[src/rtl/branch_predictor_bht_if.sv]
// Predictor bus: fetch-side prediction, EX-side training inputs and statistics.
//   master: drives pred_en, bht_clear, if_pc, ex_pc, branch, actual_pcsrc, update;
//           observes predict_pcsrc, br_count, mispredict_count.
//   slave : the predictor itself (mirror directions).
interface branch_predictor_bht_if #(
  parameter int unsigned CNT_W = 32
);
  logic             pred_en;
  logic             bht_clear;
  logic [31:0]      if_pc;
  logic             predict_pcsrc;
  logic [31:0]      ex_pc;
  logic             branch;
  logic             actual_pcsrc;
  logic             update;
  logic [CNT_W-1:0] br_count;
  logic [CNT_W-1:0] mispredict_count;

  modport master (
    output pred_en, bht_clear, if_pc, ex_pc, branch, actual_pcsrc, update,
    input  predict_pcsrc, br_count, mispredict_count
  );

  modport slave (
    input  pred_en, bht_clear, if_pc, ex_pc, branch, actual_pcsrc, update,
    output predict_pcsrc, br_count, mispredict_count
  );
endinterface

[src/rtl/branch_predictor_bht.sv]
// Branch history table of 2-bit saturating counters indexed by PC[IDX_W+1:2].
// Prediction for the fetch PC is combinational from registered table state;
// training and statistics happen on resolved EX branches.
//   clk, rst_n : clock, asynchronous active-low reset
//   bus        : slave side of branch_predictor_bht_if
module branch_predictor_bht #(
  parameter int unsigned IDX_W      = 6,
  parameter int unsigned CNT_W      = 32,
  parameter logic [1:0]  INIT_STATE = 2'b01
) (
  input  logic                  clk,
  input  logic                  rst_n,
  branch_predictor_bht_if.slave bus
);
  localparam int unsigned DEPTH = 2 ** IDX_W;

  logic [1:0]       bht_q [DEPTH];
  logic [CNT_W-1:0] br_count_q;
  logic [CNT_W-1:0] mispredict_count_q;

  logic [IDX_W-1:0] rd_idx_c;
  logic [IDX_W-1:0] wr_idx_c;
  logic             train_c;
  logic [1:0]       ctr_next_c;

  // Untagged direct-mapped indexing; PC upper bits and byte offset are don't-care.
  assign rd_idx_c = bus.if_pc[IDX_W+1:2];
  assign wr_idx_c = bus.ex_pc[IDX_W+1:2];

  logic unused_pc_bits;
  assign unused_pc_bits = ^{bus.if_pc[31:IDX_W+2], bus.if_pc[1:0],
                            bus.ex_pc[31:IDX_W+2], bus.ex_pc[1:0]};

  assign train_c = bus.pred_en & bus.branch & ~bus.bht_clear;

  // Saturating up/down step of the counter being trained.
  always_comb begin
    ctr_next_c = bht_q[wr_idx_c];
    if (bus.actual_pcsrc) begin
      if (bht_q[wr_idx_c] != 2'b11) ctr_next_c = bht_q[wr_idx_c] + 2'(1);
    end else begin
      if (bht_q[wr_idx_c] != 2'b00) ctr_next_c = bht_q[wr_idx_c] - 2'(1);
    end
  end

  // Counter table; clear wins over a same-cycle training write.
  always_ff @(posedge clk or negedge rst_n) begin
    if (!rst_n) begin
      for (int i = 0; i < int'(DEPTH); i++) bht_q[i] <= INIT_STATE;
    end else if (bus.bht_clear) begin
      for (int i = 0; i < int'(DEPTH); i++) bht_q[i] <= INIT_STATE;
    end else if (train_c) begin
      bht_q[wr_idx_c] <= ctr_next_c;
    end
  end

  // Saturating statistics counters.
  always_ff @(posedge clk or negedge rst_n) begin
    if (!rst_n) begin
      br_count_q         <= '0;
      mispredict_count_q <= '0;
    end else if (bus.bht_clear) begin
      br_count_q         <= '0;
      mispredict_count_q <= '0;
    end else if (train_c) begin
      if (br_count_q != '1) br_count_q <= br_count_q + CNT_W'(1);
      if (bus.update && (mispredict_count_q != '1))
        mispredict_count_q <= mispredict_count_q + CNT_W'(1);
    end
  end

  // Read sees registered contents only: no same-cycle write bypass.
  assign bus.predict_pcsrc    = bus.pred_en & bht_q[rd_idx_c][1];
  assign bus.br_count         = br_count_q;
  assign bus.mispredict_count = mispredict_count_q;
endmodule
[src/flat_wrapper.sv]
// flat-port wrapper written by rule: the top's interface ports become plain ports
module branch_predictor_bht_flat 
#(
  parameter int unsigned IDX_W      = 6,
  parameter int unsigned CNT_W      = 32,
  parameter logic [1:0]  INIT_STATE = 2'b01
)
  (clk, rst_n, bus_pred_en, bus_bht_clear, bus_if_pc, bus_ex_pc, bus_branch, bus_actual_pcsrc, bus_update, bus_predict_pcsrc, bus_br_count, bus_mispredict_count);
  branch_predictor_bht_if #(.CNT_W(CNT_W)) bus_i ();
  input  logic clk;
  input  logic rst_n;
  input wire logic [$bits(bus_i.pred_en)-1:0] bus_pred_en;
  input wire logic [$bits(bus_i.bht_clear)-1:0] bus_bht_clear;
  input wire logic [$bits(bus_i.if_pc)-1:0] bus_if_pc;
  input wire logic [$bits(bus_i.ex_pc)-1:0] bus_ex_pc;
  input wire logic [$bits(bus_i.branch)-1:0] bus_branch;
  input wire logic [$bits(bus_i.actual_pcsrc)-1:0] bus_actual_pcsrc;
  input wire logic [$bits(bus_i.update)-1:0] bus_update;
  output wire logic [$bits(bus_i.predict_pcsrc)-1:0] bus_predict_pcsrc;
  output wire logic [$bits(bus_i.br_count)-1:0] bus_br_count;
  output wire logic [$bits(bus_i.mispredict_count)-1:0] bus_mispredict_count;
  assign bus_i.pred_en = bus_pred_en;
  assign bus_i.bht_clear = bus_bht_clear;
  assign bus_i.if_pc = bus_if_pc;
  assign bus_i.ex_pc = bus_ex_pc;
  assign bus_i.branch = bus_branch;
  assign bus_i.actual_pcsrc = bus_actual_pcsrc;
  assign bus_i.update = bus_update;
  assign bus_predict_pcsrc = bus_i.predict_pcsrc;
  assign bus_br_count = bus_i.br_count;
  assign bus_mispredict_count = bus_i.mispredict_count;
  branch_predictor_bht #(.IDX_W(IDX_W), .CNT_W(CNT_W), .INIT_STATE(INIT_STATE)) u_core (.clk(clk), .rst_n(rst_n), .bus(bus_i));
endmodule
[config.mk]
export PLATFORM = sky130hd
export DESIGN_NAME = branch_predictor_bht_flat
export DESIGN_NICKNAME = d
export VERILOG_FILES = /design/src/rtl/branch_predictor_bht_if.sv /design/src/rtl/branch_predictor_bht.sv /design/src/flat_wrapper.sv
export SDC_FILE = /design/constraint.sdc
export NUM_CORES = 1
export LEC_CHECK = 0
export ABC_AREA = 0
export ABC_CLOCK_PERIOD_IN_PS = 3500
export BUFFER_PORTS_ARGS = -buffer_cell sky130_fd_sc_hd__buf_2
export CAP_MARGIN = 25
export CORE_MARGIN = 2
export CORE_UTILIZATION = 55
export CTS_BUF_LIST = sky130_fd_sc_hd__clkbuf_8
export DETAILED_ROUTE_END_ITERATION = 10
export PLACE_DENSITY = 0.77
export SKIP_CTS_REPAIR_TIMING = 1
export SLEW_MARGIN = 30
export SYNTH_ARGS = -nofsm -noshare
export SYNTH_HDL_FRONTEND = slang
export SYNTH_SLANG_ARGS = --single-unit
[constraint.sdc]
create_clock -name clk -period 3.5 [get_ports clk]
set_clock_uncertainty 0.2 [all_clocks]
set_input_delay 0 -clock clk [delete_from_list [all_inputs] [get_ports clk]]
set_output_delay 0 -clock clk [all_outputs]
set_load 0.01 [all_outputs]
==> results of run 1 <==
## worst register-to-register path, delay by kind of cell, from the launching register on
| family | cells | cell delay [ns] |
|---|---|---|
| simple gates | 2 | 0.66 |
| mux | 1 | 0.47 |
| compound gates | 3 | 0.74 |
| fa+ha+maj | 1 | 0.37 |
| flops | 1 | 0.44 |
| buf+inv | 1 | 0.19 |
## cells by family after synthesis
family                   after synthesis  synth area share (%)
AND/OR/NAND/NOR                      568                  23.4
adder cells (fa/ha/maj)                3                 0.316
flip-flops                           192                  42.6
buffers and inverters                 99                  4.16
XOR/XNOR                              56                  4.28
AO/OA/AOI/OAI                        224                  15.4
multiplexers                          67                  9.82
## per-layer routing
metal	wire length (um)	GRT usage (%)	part of all wire [%]	vias to the layer above
met2	14300	46.0	46	431
met5	13	0	0.042	-
met1	13300	38.9	43	4850
met3	2520	6.60	8.1	76
met4	909	10.2	2.9	2
li1	-	-	-	4470
## layout by cell type, fill, tap and decap left out, types with 15 or more instances in the layout
cell | synthesis | routed
a211o_1 | 62 | 62
a21oi_1 | 28 | 28
a311o_1 | 16 | 16
a31o_2 | 38 | 38
and2_1 | 33 | 33
and3_1 | 69 | 69
buf_2 | 9 | 81
buf_4 | 7 | 38
clkbuf_8 | 0 | 18
dfrtp_1 | 128 | 128
dfstp_2 | 64 | 64
mux2i_1 | 27 | 27
mux4_2 | 36 | 36
nand2_1 | 137 | 137
nand3_1 | 41 | 41
nand4_1 | 15 | 15
nor2_1 | 204 | 204
o21ai_0 | 25 | 25
xnor2_1 | 25 | 25
xor2_1 | 31 | 31
## power by group
group	internal (mW)	switching (mW)	total, mW
Sequential	2.23	0.00574	2.24
Clock	0.604	0.918	1.52
Combinational	0.110	0.293	0.404
## flip-flops by register name, summed over array words and instances, names as in the netlist
register                     flops
u_core.bht_q                   128
u_core.bus.br_count             32
u_core.bus.mispredict_count     32
## cell type report
class | count | share of cell area [%]
Clock inverter | 15 | 1.34
Clock buffer | 17 | 1.84
Inverter | 7 | 0.207
Sequential cell | 192 | 38.5
Timing Repair Buffer | 133 | 7.13
Tap cell | 270 | 2.66
Multi-Input combinational cell | 918 | 48.3
## worst max path at each step
stage                            startpoint                to  slack [ns]
after CTS                 u_core.bht_q[117]  u_core.bht_q[68]        0.37
final                     u_core.bht_q[117]  u_core.bht_q[68]        0.36
after global placement         bus_ex_pc[3]  u_core.bht_q[68]        0.33
after detailed placement       bus_ex_pc[3]  u_core.bht_q[68]        0.29
after floorplan           u_core.bht_q[113]   u_core.bht_q[6]        0.68
after global routing      u_core.bht_q[117]  u_core.bht_q[68]        0.28
==> flow_metrics.py, run 1 <==
metrics = {
    "drt": {
        "wire_per_inst_um": 20.0,
        "antenna_left": 0,
        "via_count": 9829,
        "viasPerCell": 6.33,
        "drt_wl_total_mm": 31.0,
        "first_pass_iters": 6,
        "drc": 0,
        "drtIter0Drc": 1008,
    },
    "floorplanning": {
        "pin_count": 136,
        "die_area_sq_mm": 0.0220,
        "dieHeight_um": 148,
        "die_w_um": 148,
        "start_util_pct": 56.3,
        "core_sq_mm": 0.0204,
        "num_rows": 52,
    },
    "yosys": {
        "netlist_area_sq_mm": 0.0115,
        "synth_seq_area_share_pct": 42.6,
        "ys.flop_type": "dfrtp_1",
        "synthArstFlopShare_pct": 100,
        "synth_top_area_share_pct": 27.9,
        "ys_warn_count": 0,
        "avgSynthCellArea_sq_um": 9.48,
        "synthTopCellsByArea": "dfrtp_1 (28%), dfstp_2 (15%), mux4_2 (7.1%)",
        "synth-edff-count": 0,
        "yosys-top-cells-count": "nor2_1 (204), nand2_1 (137), dfrtp_1 (128)",
        "syn_nets": 1282,
        "synth.most_common_cell": "nor2_1",
        "synth_top_cell_by_area": "dfrtp_1",
        "syn_inst": 1209,
        "yosys.cell_types.count": 58,
        "ys_ff_latch": 192,
    },
    "worst_setup_path": {
        "r2r_slack_ns": 0.36,
        "cp_cell_sequence": "mux4_2, and3_1, a31oi_1, o211ai_1, or4_1, maj3_2, buf_12, a311o_1",
        "cp_num_buf_inv": 1,
        "r2r_end": "u_core.bht_q[68]",
        "max_stage_delay_ns": 0.47,
        "worstPathArrival_ns": 3.36,
        "crit_cells": 8,
        "end_kind": "flip-flop",
        "cpLargestDelayFamily": "compound AO/OA/AOI/OAI gates",
        "rr_startpoint": "u_core.bht_q[117]",
        "start_kind": "flip-flop",
        "path_class": "reg2reg",
        "ff2ff_path_depth": 8,
        "slowest_stage": "mux4_2",
        "worst-path-max-fanout": 36,
        "worstPathRequired_ns": 3.72,
    },
    "pwr": {
        "p_total_mw": 4.16,
        "p_leak_nw": 5.89,
        "ir_drop_uv": 263,
        "powerDensity_mw_per_mm2": 328,
    },
    "clock_network": {
        "path_clk_slew_ns": 0.12,
        "clock_path_buffers": 2,
        "clock_latency_ns": 0.49,
        "cts_buffers": 17,
        "cts.sinks": 192,
        "cts-htree-levels": 4,
        "cts_tree": "done",
        "cts_root_buffer": "clkbuf_8",
    },
    "placement": {
        "gp_congestion": 0.909,
        "port-buffer-count": 83,
        "place_ws_ns": 0.287,
        "place_inst": 1514,
        "hpwl_mm": 20.4,
        "placed_cell_area_sq_mm": 0.0122,
    },
    "timing": {
        "min_period_ns": 3.14,
        "setup_viol": 0,
        "fin_tns_setup_ns": 0,
        "clock.fmax_mhz": 319,
        "fin_crit_sh_pct": 89.6,
        "fin_ws_ns": 0.363,
        "holdWs_ns": -0.0457,
        "slew_headroom_pct": 39.8,
        "rsz0062_at_grt": "no",
        "worst_slew_pin_slew_ns": 0.903,
        "report.final.hold_viol_count": 24,
        "slew_viol_final": 0,
    },
    "layout": {
        "seq_area_sq_mm": 0.00488,
        "fillCellCount": 1672,
        "drive_above_1_share_pct": 25.0,
        "instances_no_fill": 1552,
        "final_nets": 1342,
        "multiInputGateArea_sq_mm": 0.00613,
        "antenna_cells": 0,
        "fin_util_pct": 62.3,
        "areaGrowthSynthToFinish_pct": 10.7,
        "postLayoutCellArea_sq_mm": 0.0127,
    },
    "run_status": {
        "failed_checks": "hold timing",
        "outcome": "complete, but fails checks",
    },
    "grt": {
        "grt_pass1_wl_mm": 50.4,
        "grt_pass1_vias": 9542,
        "antenna_found_initial": 1,
        "grt_max_degree": 140,
        "gr-total-overflow": 0,
        "track_usage_pct": 28.8,
    },
    "worst_hold_path": {
        "min_path_type": "in2async",
    },
    "job": {
        "cap_violations": 0,
    },
}
Power figures use the tool's default switching activity.
==> run 2: changes to the inputs <==
- CELL_PAD_IN_SITES_DETAIL_PLACEMENT: not set -> 1
- CELL_PAD_IN_SITES_GLOBAL_PLACEMENT: not set -> 1
- CORE_UTILIZATION: 55 -> 47
- PLACE_DENSITY: 0.77 -> not set
- PLACE_DENSITY_LB_ADDON: not set -> 0.08
- SLEW_MARGIN: 30 -> 0
==> run 2 against run 1 <==
Against the previous run: the run now ends clean; register-to-register slack worse by 0.04 ns; die area is 17% higher; utilization down 9.1 points; via count is 0.34% higher; non-clock buffer count rose by 8; worst setup slack lost 0.044 ns; sequential power is essentially flat; wire length up 16%; global-route usage shrank 0.37 points; final cell count rose by 4.0%; critical path depth shrank 1; critical endpoint is now u_core.bht_q[116]; highest routed layer is now met4.
==> flow_metrics.py, run 2 (synthesis results as in run 1) <==
metrics = {
    "drt": {
        "drt_wl_total_mm": 35.9,
        "wire_per_inst_um": 22.2,
        "drc": 0,
        "drtIter0Drc": 784,
        "via_count": 9862,
        "viasPerCell": 6.11,
        "first_pass_iters": 5,
        "antenna_left": 0,
    },
    "floorplanning": {
        "num_rows": 57,
        "pin_count": 136,
        "start_util_pct": 47.6,
        "dieHeight_um": 160,
        "core_sq_mm": 0.0241,
        "die_w_um": 160,
        "die_area_sq_mm": 0.0257,
    },
    "clock_network": {
        "cts_tree": "done",
        "path_clk_slew_ns": 0.11,
        "clock_latency_ns": 0.49,
        "cts_buffers": 17,
        "cts-htree-levels": 4,
        "cts_root_buffer": "clkbuf_8",
        "cts.sinks": 192,
        "clock_path_buffers": 2,
    },
    "pwr": {
        "p_leak_nw": 5.93,
        "p_total_mw": 4.15,
        "ir_drop_uv": 193,
        "powerDensity_mw_per_mm2": 324,
    },
    "timing": {
        "worst_slew_pin_slew_ns": 0.718,
        "setup_viol": 0,
        "slew_viol_final": 0,
        "min_period_ns": 3.18,
        "slew_headroom_pct": 51.9,
        "report.final.hold_viol_count": 0,
        "fin_tns_setup_ns": 0,
        "clock.fmax_mhz": 314,
        "fin_crit_sh_pct": 90.9,
        "rsz0062_at_grt": "no",
    },
    "layout": {
        "final_cell_mix": "nor2_1 (204), nand2_1 (137), dfrtp_1 (128)",
        "mostFrequentLayoutCell": "nor2_1",
        "antenna_cells": 0,
        "fillCellCount": 2750,
        "top_register": "u_core.bht_q",
        "areaGrowthSynthToFinish_pct": 11.8,
        "largest_reg_flops": 128,
        "drive_above_1_share_pct": 25.3,
        "postLayoutCellArea_sq_mm": 0.0128,
        "final_nets": 1350,
    },
    "placement": {
        "port-buffer-count": 83,
        "gp_congestion": 0.857,
        "hpwl_mm": 24.2,
        "placed_cell_area_sq_mm": 0.0124,
    },
    "run_status": {
        "outcome": "finished clean",
    },
    "job": {
        "cap_violations": 0,
    },
    "worst_setup_path": {
        "ff2ff_path_depth": 7,
        "worstPathArrival_ns": 3.40,
        "path_class": "reg2reg",
        "worst-path-max-fanout": 12,
        "start_kind": "flip-flop",
        "worstPathRequired_ns": 3.72,
        "end_kind": "flip-flop",
    },
    "grt": {
        "antenna_found_initial": 0,
        "gr-total-overflow": 0,
        "grt_max_degree": 89,
        "grt_pass1_wl_mm": 57.7,
        "grt_pass1_vias": 10100,
        "track_usage_pct": 28.4,
    },
    "worst_hold_path": {
        "min_path_type": "in2reg",
        "holdPathStages": 4,
    },
}
-- run 2: cell count changes in the layout (fill, tap and decap cells not counted), sizes merged --
cell | before | now
inv | 16 | 14
clkinvlp | 0 | 1
dlygate4sd3 | 6 | 7
clkinv | 5 | 6
buf | 126 | 133
-- run 2: area by class of cell --
cell class	count	area, sq um	share of cell area [%]
repair buffers	141	983	7.67
clock inverters	15	155	1.21
inverters	7	26.3	0.205
clock buffers	17	234	1.83
flip-flops and latches	192	4880	38.1
multi-input cells	918	6130	47.8
well taps	324	405	3.16
-- run 2: path summary, 6_finish.rpt --
check,slack (ns),from,to
min in group asynchronous,0.46,rst_n,u_core.bus.br_count[19]
min reg2reg,0.37,u_core.bus.br_count[11],u_core.bus.br_count[11]
max,0.32,u_core.bht_q[3],u_core.bht_q[116]
min,0.01,bus_ex_pc[7],u_core.bht_q[0]
max reg2reg,0.32,u_core.bht_q[3],u_core.bht_q[116]
max in group asynchronous,1.23,rst_n,u_core.bus.br_count[2]
-- run 2: power by group --
group | switching, mW | leakage [nW] | internal [mW]
Clock | 0.898 | 0.201 | 0.586
Combinational | 0.311 | 3.27 | 0.120
Sequential | 0.00576 | 2.46 | 2.23
-- run 2: critical path, stage by stage, from the launching register on --
cell and delay [ns]:
dfrtp_1 0.42, mux4_2 0.54, a32oi_1 0.27, o211ai_1 0.18, or4_1 0.53, maj3_2 0.39
buf_4 0.22, a311o_1 0.36
-- run 2: through the flow --
stage | utilization (%) | cells | worst slack [ns] | hold slack (ns)
finish | 53.2 | 1614 | 0.320 | 0.0139
floorplan | - | 1209 | 0.681 | -0.496
CTS | 52.9 | 1607 | 0.342 | -0.616
global placement | 51.3 | 1575 | 0.307 | -0.0796
detailed placement | 51.3 | 1575 | 0.251 | -0.0759
global route | 53.2 | 1614 | 0.227 | 0.0159
-- run 2: metal layers --
layer  wire length (um)  GRT usage [%]
met1              16200           40.0
met2              17100           46.0
met3               1770           4.03
met4                876           8.44
met5                  0              0
